[src/rtl/mul_stage_arbiter.sv]
// Round-robin front end that shares one mod_MulStage among NREQ requesters and
// steers each in-order result back to its issuer through a tag FIFO.
module mul_stage_arbiter #(
    parameter int NREQ  = 4,
    parameter int TAGW  = 2,
    parameter int DEPTH = 4
) (
    input  logic                      clk,
    input  logic                      rst,
    input  logic [NREQ-1:0]           req_valid,
    input  logic [16*NREQ-1:0]        req_a,
    input  logic [16*NREQ-1:0]        req_b,
    output logic [NREQ-1:0]           req_ready,
    output logic [NREQ-1:0]           rsp_valid,
    input  logic [NREQ-1:0]           rsp_ready,
    output logic [15:0]               rsp_data,
    output logic                      mul_srcReady,
    input  logic                      mul_readyForInput,
    output logic [15:0]               mul_in_A,
    output logic [15:0]               mul_in_B,
    input  logic                      mul_outputReadyEn,
    output logic                      mul_destReady,
    input  logic [15:0]               mul_result,
    output logic [$clog2(DEPTH):0]    outstanding,
    output logic                      err_orphan
);

    localparam int PTRW = $clog2(DEPTH);
    localparam int CNTW = PTRW + 1;

    logic [TAGW-1:0] rrPtr;
    logic [TAGW-1:0] grantIdx;
    logic            grantValid;
    logic [TAGW:0]   scanIdx;

    logic [TAGW-1:0] tagMem [DEPTH];
    logic [PTRW-1:0] wrPtr;
    logic [PTRW-1:0] rdPtr;
    logic [CNTW-1:0] count;
    logic [TAGW-1:0] headTag;
    logic            full;
    logic            empty;
    logic            push;
    logic            pop;
    logic            errOrphan;

    // Rotating priority scan starting at rrPtr, wrapping modulo NREQ.
    always_comb begin
        grantValid = 1'b0;
        grantIdx   = '0;
        scanIdx    = '0;
        for (int k = 0; k < NREQ; k++) begin
            scanIdx = {1'b0, rrPtr} + (TAGW+1)'(k);
            if (scanIdx >= (TAGW+1)'(NREQ))
                scanIdx = scanIdx - (TAGW+1)'(NREQ);
            if (!grantValid && req_valid[scanIdx[TAGW-1:0]]) begin
                grantValid = 1'b1;
                grantIdx   = scanIdx[TAGW-1:0];
            end
        end
    end

    assign full    = (count == CNTW'(DEPTH));
    assign empty   = (count == '0);
    assign headTag = tagMem[rdPtr];

    // Gating with rst keeps requesters from seeing an acceptance while held in reset.
    assign mul_srcReady = grantValid & rst & ~full;
    assign req_ready    = (mul_srcReady && mul_readyForInput) ? (NREQ'(1) << grantIdx) : '0;
    assign mul_in_A     = (grantValid && rst) ? req_a[{grantIdx, 4'b0000} +: 16] : 16'h0000;
    assign mul_in_B     = (grantValid && rst) ? req_b[{grantIdx, 4'b0000} +: 16] : 16'h0000;

    assign rsp_valid     = (mul_outputReadyEn && !empty) ? (NREQ'(1) << headTag) : '0;
    assign mul_destReady = ~empty & rsp_ready[headTag];
    assign rsp_data      = mul_result;

    assign push = mul_srcReady & mul_readyForInput;
    assign pop  = mul_outputReadyEn & mul_destReady;

    always_ff @(posedge clk or negedge rst) begin
        if (!rst) begin
            rrPtr     <= '0;
            wrPtr     <= '0;
            rdPtr     <= '0;
            count     <= '0;
            errOrphan <= 1'b0;
            for (int i = 0; i < DEPTH; i++)
                tagMem[i] <= '0;
        end else begin
            if (push) begin
                tagMem[wrPtr] <= grantIdx;
                wrPtr         <= wrPtr + 1'b1;
                rrPtr         <= (grantIdx == TAGW'(NREQ-1)) ? '0 : grantIdx + 1'b1;
            end
            if (pop)
                rdPtr <= rdPtr + 1'b1;
            case ({push, pop})
                2'b10:   count <= count + 1'b1;
                2'b01:   count <= count - 1'b1;
                default: count <= count;
            endcase
            if (mul_outputReadyEn && empty)
                errOrphan <= 1'b1;
        end
    end

    assign outstanding = count;
    assign err_orphan  = errOrphan;

endmodule

[config.mk]
export PLATFORM = sky130hd
export DESIGN_NAME = mul_stage_arbiter
export DESIGN_NICKNAME = d
export VERILOG_FILES = /design/src/rtl/mul_stage_arbiter.sv
export SDC_FILE = /design/constraint.sdc
export NUM_CORES = 1
export LEC_CHECK = 0
export ABC_AREA = 1
export CORE_MARGIN = 5
export CORE_UTILIZATION = 39
export CTS_CLUSTER_SIZE = 24
export DETAILED_ROUTE_END_ITERATION = 7
export PLACE_DENSITY = 0.88
export SYNTH_ARGS = -nofsm -noshare
export SYNTH_HDL_FRONTEND = slang
export SYNTH_SLANG_ARGS = --single-unit
[constraint.sdc]
create_clock -name clk -period 3.4 [get_ports clk]
set_input_delay 0.85 -clock clk [delete_from_list [all_inputs] [get_ports clk]]
set_output_delay 0.85 -clock clk [all_outputs]
set_load 0.01 [all_outputs]
=== After elaboration in Yosys (flattened, before gate mapping) ===
Index checks and enable logic that the tools add are counted.

* Shifts and indexed selects: 4
* Equal/unequal tests: 4
* Reduce and logical (&&, ||, !) cells: 14
* $lt $le $gt $ge: 12
* Multiplexer cells: 34
* Bitwise logic cells: 9
* Add/subtract/negate cells: 12

{| class="wikitable"
|+ Operator list
! operator !! number
|-
| $shiftx 64x7->16 || 2
|-
| $mux 16 || 2
|-
| $mux 2 || 12
|-
| $ge 3x3->1 const B || 5
|-
| $lt 2x3->1 const B || 5
|-
| $bmux 1 s2 || 5
|-
| $mux 1 || 9
|-
| $bwmux 8 || 1
|-
| $logic_and 1x1->1 || 8
|-
| $mux 4 || 2
|-
| $shl 1x2->4 const A || 2
|-
| $sub 2x1->2 const B || 4
|-
| $add 2x1->2 const B || 3
|-
| $add 2x2->3 const B || 2
|-
| $not 2->3 || 2
|-
| $pmux 3 s2 || 1
|-
| $and 1x1->1 || 5
|-
| $bmux 2 s2 || 1
|-
| $demux 2 s2 || 1
|-
| $eq 2x2->1 const B || 2
|-
| $logic_not 1->1 || 4
|-
| $add 2x1->3 const B || 1
|-
| $add 3x1->3 const B || 1
|-
| $eq 3x3->1 const B || 1
|-
| other kinds (7) || 8
|}

* Output and inout bits: 62
* Flip-flop bits (word level): 18
* Input port bits: 156
* Word-level logic and storage cells: 98

=== Logic depth before layout (Yosys ltp) ===
* Depth after elaboration: 19
* Depth in mapped cells: 17
* Mapped depth without buffers: 16

=== Least setup slack after synthesis ===
Ideal clock, no wire load.

* Kind: input-to-output
* Start point: input port req_valid[3]
* End point: output port req_ready[3]
* Arrival: 2.154 ns
* Required time: 2.550 ns
* Path buffers: 1
* Setup slack: 0.396 ns
* Stages: 13
* Cell sequence: inv_1 nand2_1 nand3_1 nand2_2 nor2_4 nand3_1 nand2_1 nand2_2 buf_2 inv_1 ha_1 inv_1 nor2_1

{| class="wikitable"
|+ RTL lines
! item !! line !! RTL
|-
| start: declaration || 10 || <nowiki>input logic [NREQ-1:0] req_valid,</nowiki>
|-
| $bmux 1 s2 || 56 || <nowiki>if (!grantValid && req_valid[scanIdx[TAGW-1:0]]) begin</nowiki>
|-
| $mux 1 (not written as such) || 56 ||
|-
| $mux 1 || 56 ||
|-
| $logic_not 1->1 || 56 ||
|-
| $logic_and 1x1->1 || 56 ||
|-
| $mux 1 || 56 ||
|-
| $logic_not 1->1 || 56 ||
|-
| $logic_and 1x1->1 || 56 ||
|-
| $mux 1 || 56 ||
|-
| $logic_not 1->1 || 56 ||
|-
| $logic_and 1x1->1 || 56 ||
|-
| $mux 2 (*) || 56 ||
|-
| via grantIdx[0] || 32 || <nowiki>logic [TAGW-1:0] grantIdx;</nowiki>
|-
| $shl 1x2->4 (*) || 69 || <nowiki>assign req_ready = (mul_srcReady && mul_readyForInput) ? (NREQ'(1) << grantIdx) : '0;</nowiki>
|-
| $mux 4 (*) || 69 ||
|-
| end: declaration || 13 || <nowiki>output logic [NREQ-1:0] req_ready,</nowiki>
|}

Mark *: on every way through the listed nets, which the timed path passes. The rest lies on a longest branch. The select of a mux whose other input is x is not followed.

=== Worst setup path after layout ===
* Start point: input port req_valid[3]
* End point: output port mul_in_B[9]

* Longest elaborated chain between the ends: 14

{| class="wikitable"
|+ RTL lines
! item !! line !! RTL
|-
| $bmux 1 s2 || 56 ||
|-
| $mux 1 (not written as such) || 56 ||
|-
| $mux 1 || 56 ||
|-
| $logic_not 1->1 || 56 ||
|-
| $logic_and 1x1->1 || 56 ||
|-
| $mux 1 || 56 ||
|-
| $logic_not 1->1 || 56 ||
|-
| $logic_and 1x1->1 || 56 ||
|-
| $mux 1 || 56 ||
|-
| $logic_not 1->1 || 56 ||
|-
| $logic_and 1x1->1 || 56 ||
|-
| $mux 2 or $mux 1 (tied branches) || 56 ||
|-
| $shiftx 64x7->16 or $logic_and 1x1->1 (tied branches) || 71 || <nowiki>assign mul_in_B = (grantValid && rst) ? req_b[{grantIdx, 4'b0000} +: 16] : 16'h0000;</nowiki>
|-
| $mux 16 (*) || 71 ||
|-
| end: declaration || 20 || <nowiki>output logic [15:0] mul_in_B,</nowiki>
|}

Every way passes the cells marked *; elsewhere a longest branch is shown, timed or not. The select of a mux whose other input is x is not followed.

==> out/results.tsv <==
stage	metric	value	unit
setup_path	Crit path max-delay family	simple AND/OR/NAND/NOR gates	
final_layout	nets	938	
final_layout	final design utilization	0.758	
pwr	Max VDD drop	0.000565	V
run	Max Cap Viol	0	
detailed_routing	DRT Pass-1 Iters	6	
synth	Main synth FF type	dfrtp_1	
final_layout	layout cell share with drive strength beyond 1	0.250	
run_status	status	complete, but fails checks	
synth	number of synthesis warnings	0	
detailed_routing	DRT iter0 DRCs	351	
synth	Seq/Total Area, Yosys	0.144	
synth	most area-consuming cells after synthesis	nand3_1 (17%), nand2_1 (16%), inv_1 (15%)	
cts	Clk Tree Root Cell	clkbuf_8	
synth	Synth top area share	0.172	
global_route	initial antenna violation count	1	
cts	# H-tree levels	1	
setup_path	Slowest-stage cell, CP	nand3_4	
timing	setup violators final	36	
detailed_routing	post-route ant nets	0	
setup_path	reg2reg setup slack	0.18	ns
cts	CTS tree	done	
placement	placed insts	840	
final_layout	non-filler cells, final	874	
cts	clk buf depth	2	
synth	most numerous cell in the Yosys netlist	nand2_1	
synth	mapped cell area	0.00312	mm²
synth	commonest cells in the synthesized netlist	nand2_1 (132), inv_1 (124), nand3_1 (107)	
die	# rows	32	
detailed_routing	Detailed Route WL	15700	µm
detailed_routing	WL per Instance	18.0	µm
die	placeable core area	0.00777	mm²
synth	Netlist cell types	25	
timing	Hold Vio Cnt, Final	0	
cts	clk_lat worst skew	0.26	ns
synth	cell count after synthesis	566	
synth	Avg Inst Size Synth	5.51	µm²
final_layout	Fillers	499	
setup_path	Worst EP required	2.55	ns
cts	CTS Hold Bufs	0	
global_route	vias in the first global route	4514	
placement	DP HPWL	9570	µm
global_route	first-pass GRT wire length	21600	µm
setup_path	crit path cell chain	buf_8 > inv_4 > nand2_4 > nand3_4 > nand2_4 > nor2_4 > buf_6 > nand4_1 > nand3_4 > buf_12 > buf_6 > nand3_1 > a21oi_1 > buf_2	
setup_path	data arrival time of the worst path	2.66	ns
pwr	Leak	0.00301	µW
placement	port bufs	185	
die	Die Footprint	0.00988	mm²
timing	Tcrit/Tclk final	1.03	
timing	Slew @ Worst Pin	0.295	ns
timing	Max Clk Rate	285	MHz
global_route	grt total ovfl	0	
die	top-level port count	218	
detailed_routing	DR vias/cell	5.38	
timing	post-route worst setup slack	-0.111	ns
placement	GP Congestion	0.884	
setup_path	CP peak stage delay	0.28	ns
run_status	failing checks	setup timing	
setup_path	launching element type of the critical path	input pin	
timing	fin. max-slew vios	0	
cts	Worst-path clk slew	0.07	ns
setup_path	crit path capture type	primary output	
die	die width	99.4	µm
hold_path	min-delay worst type	reg -> reg	
setup_path	Buf+Inv Stages, Crit Path	6	
detailed_routing	drt drc	0	
synth	post-synth top area cell	nand3_1	
cts	TritonCTS buffer count	3	
global_route	Tot GR Track Use	0.264	
die	Initial Utilization	0.401	
timing	RSZ-0062 raised after global routing	yes	
synth	Synth async-reset ratio	1.00	
synth	syn nets	732	
timing	Rel. slew slack	0.803	
detailed_routing	vias	4703	
die	die height	99.4	µm
setup_path	crit path max fanout	8	
final_layout	P&R area growth vs syn	88.9	%
placement	placed cell area	0.00514	mm²
synth	Post-synth EDFFs	0	
timing	minimum clock period	3.51	ns
cts	CTS Sinks	18	
global_route	largest net degree at the start of global routing	29	
timing	Final Skew	0.00408	ns
pwr	Pwr Density	1220	mW/mm²
setup_path	Setup Crit Path Kind	in -> out	
placement	dpl ws	-0.771	ns
synth	flops & latches, synth	18	
final_layout	Final Instance Area	0.00589	mm²
-- state kept, by name, summed over array words and instances, names as in the netlist --
name / count
tagMem: 8
err_orphan: 1
outstanding: 3
wrPtr: 2
rrPtr: 2
rdPtr: 2
-- worst paths after layout --
path	depth (start not counted)	startpoint	end
min	1	err_orphan	err_orphan
min reg2reg	1	err_orphan	err_orphan
max in group asynchronous	3	rst	rrPtr[1]
min in group asynchronous	2	rst	tagMem[1]
max	14	req_valid[3]	mul_in_B[9]
max reg2reg	17	rrPtr[0]	outstanding[2]
-- placed cells by master, fill, tap and decap left out, drive strengths merged --
cell           instances
nand3                108
buf                  104
nor3                   3
diode                  1
a21o                   1
clkbuf                 6
o21ai                 14
xnor2                  3
clkdlybuf4s50        144
nand4                  2
a21oi                 37
nand2                135
fa                     1
xor2                   1
a31oi                  2
dlygate4sd2            1
nand3b                34
nor2                  22
inv                  126
dfrtp                 18
ha                     9
-- power by group --
| part | leakage (µW) | switching [µW] | internal, µW |
|---|---|---|---|
| clock network | 0.0000288 | 78.5 | 103 |
| registers | 0.000214 | 128 | 321 |
| logic | 0.00277 | 3490 | 3090 |
| total | 0.00301 | 3700 | 3510 |
-- logic make-up (layout without fill, tap and decap cells) --
kind of cell | Yosys count | count (layout) | synth area share
xor gates and xnor gates | 4 | 4 | 0.0112
AOI/OAI and AO/OA | 54 | 54 | 0.0883
adders and majority gates | 10 | 10 | 0.0425
other | 0 | 1 | 0
and+or+nand+nor | 304 | 304 | 0.462
DFF | 18 | 18 | 0.144
buffers and inverters | 176 | 381 | 0.252
-- routing by layer --
layer  wire (µm)  track usage  share of wire
met4         957        0.117          0.061
met5           0            0              0
met2        7760        0.468           0.49
met3        1230       0.0533          0.079
met1        5740        0.305           0.37
-- repair_timing --
action,CTS,global route
cloned,7,3
gates resized for setup,209,82
hold endpoints to repair,0,0
pin swaps,16,31
setup endpoints to repair,38,38
buffers inserted,10,9
-- final cells by class --
class / instances / area (µm²) / share of cell area
repair buffers: 251 / 2530 / 0.429
multi-input cells: 372 / 2230 / 0.379
inverters: 126 / 493 / 0.0837
flip-flops and latches: 18 / 453 / 0.0769
well taps: 102 / 128 / 0.0217
clock buffers: 4 / 55.1 / 0.00935
diodes: 1 / 2.50 / 0.000425
-- per-stage QoR --
step,TNS (ns),hold slack [ns],total power [µW]
finish,-2.21,0.463,7210
global route,-6.01,0.512,7690
CTS,-0.0207,0.468,6190
detailed placement,-24.97,0.453,5190
global placement,-22.73,0.440,5070
floorplan,0,0.465,3210
Power figures use the tool's default switching activity.
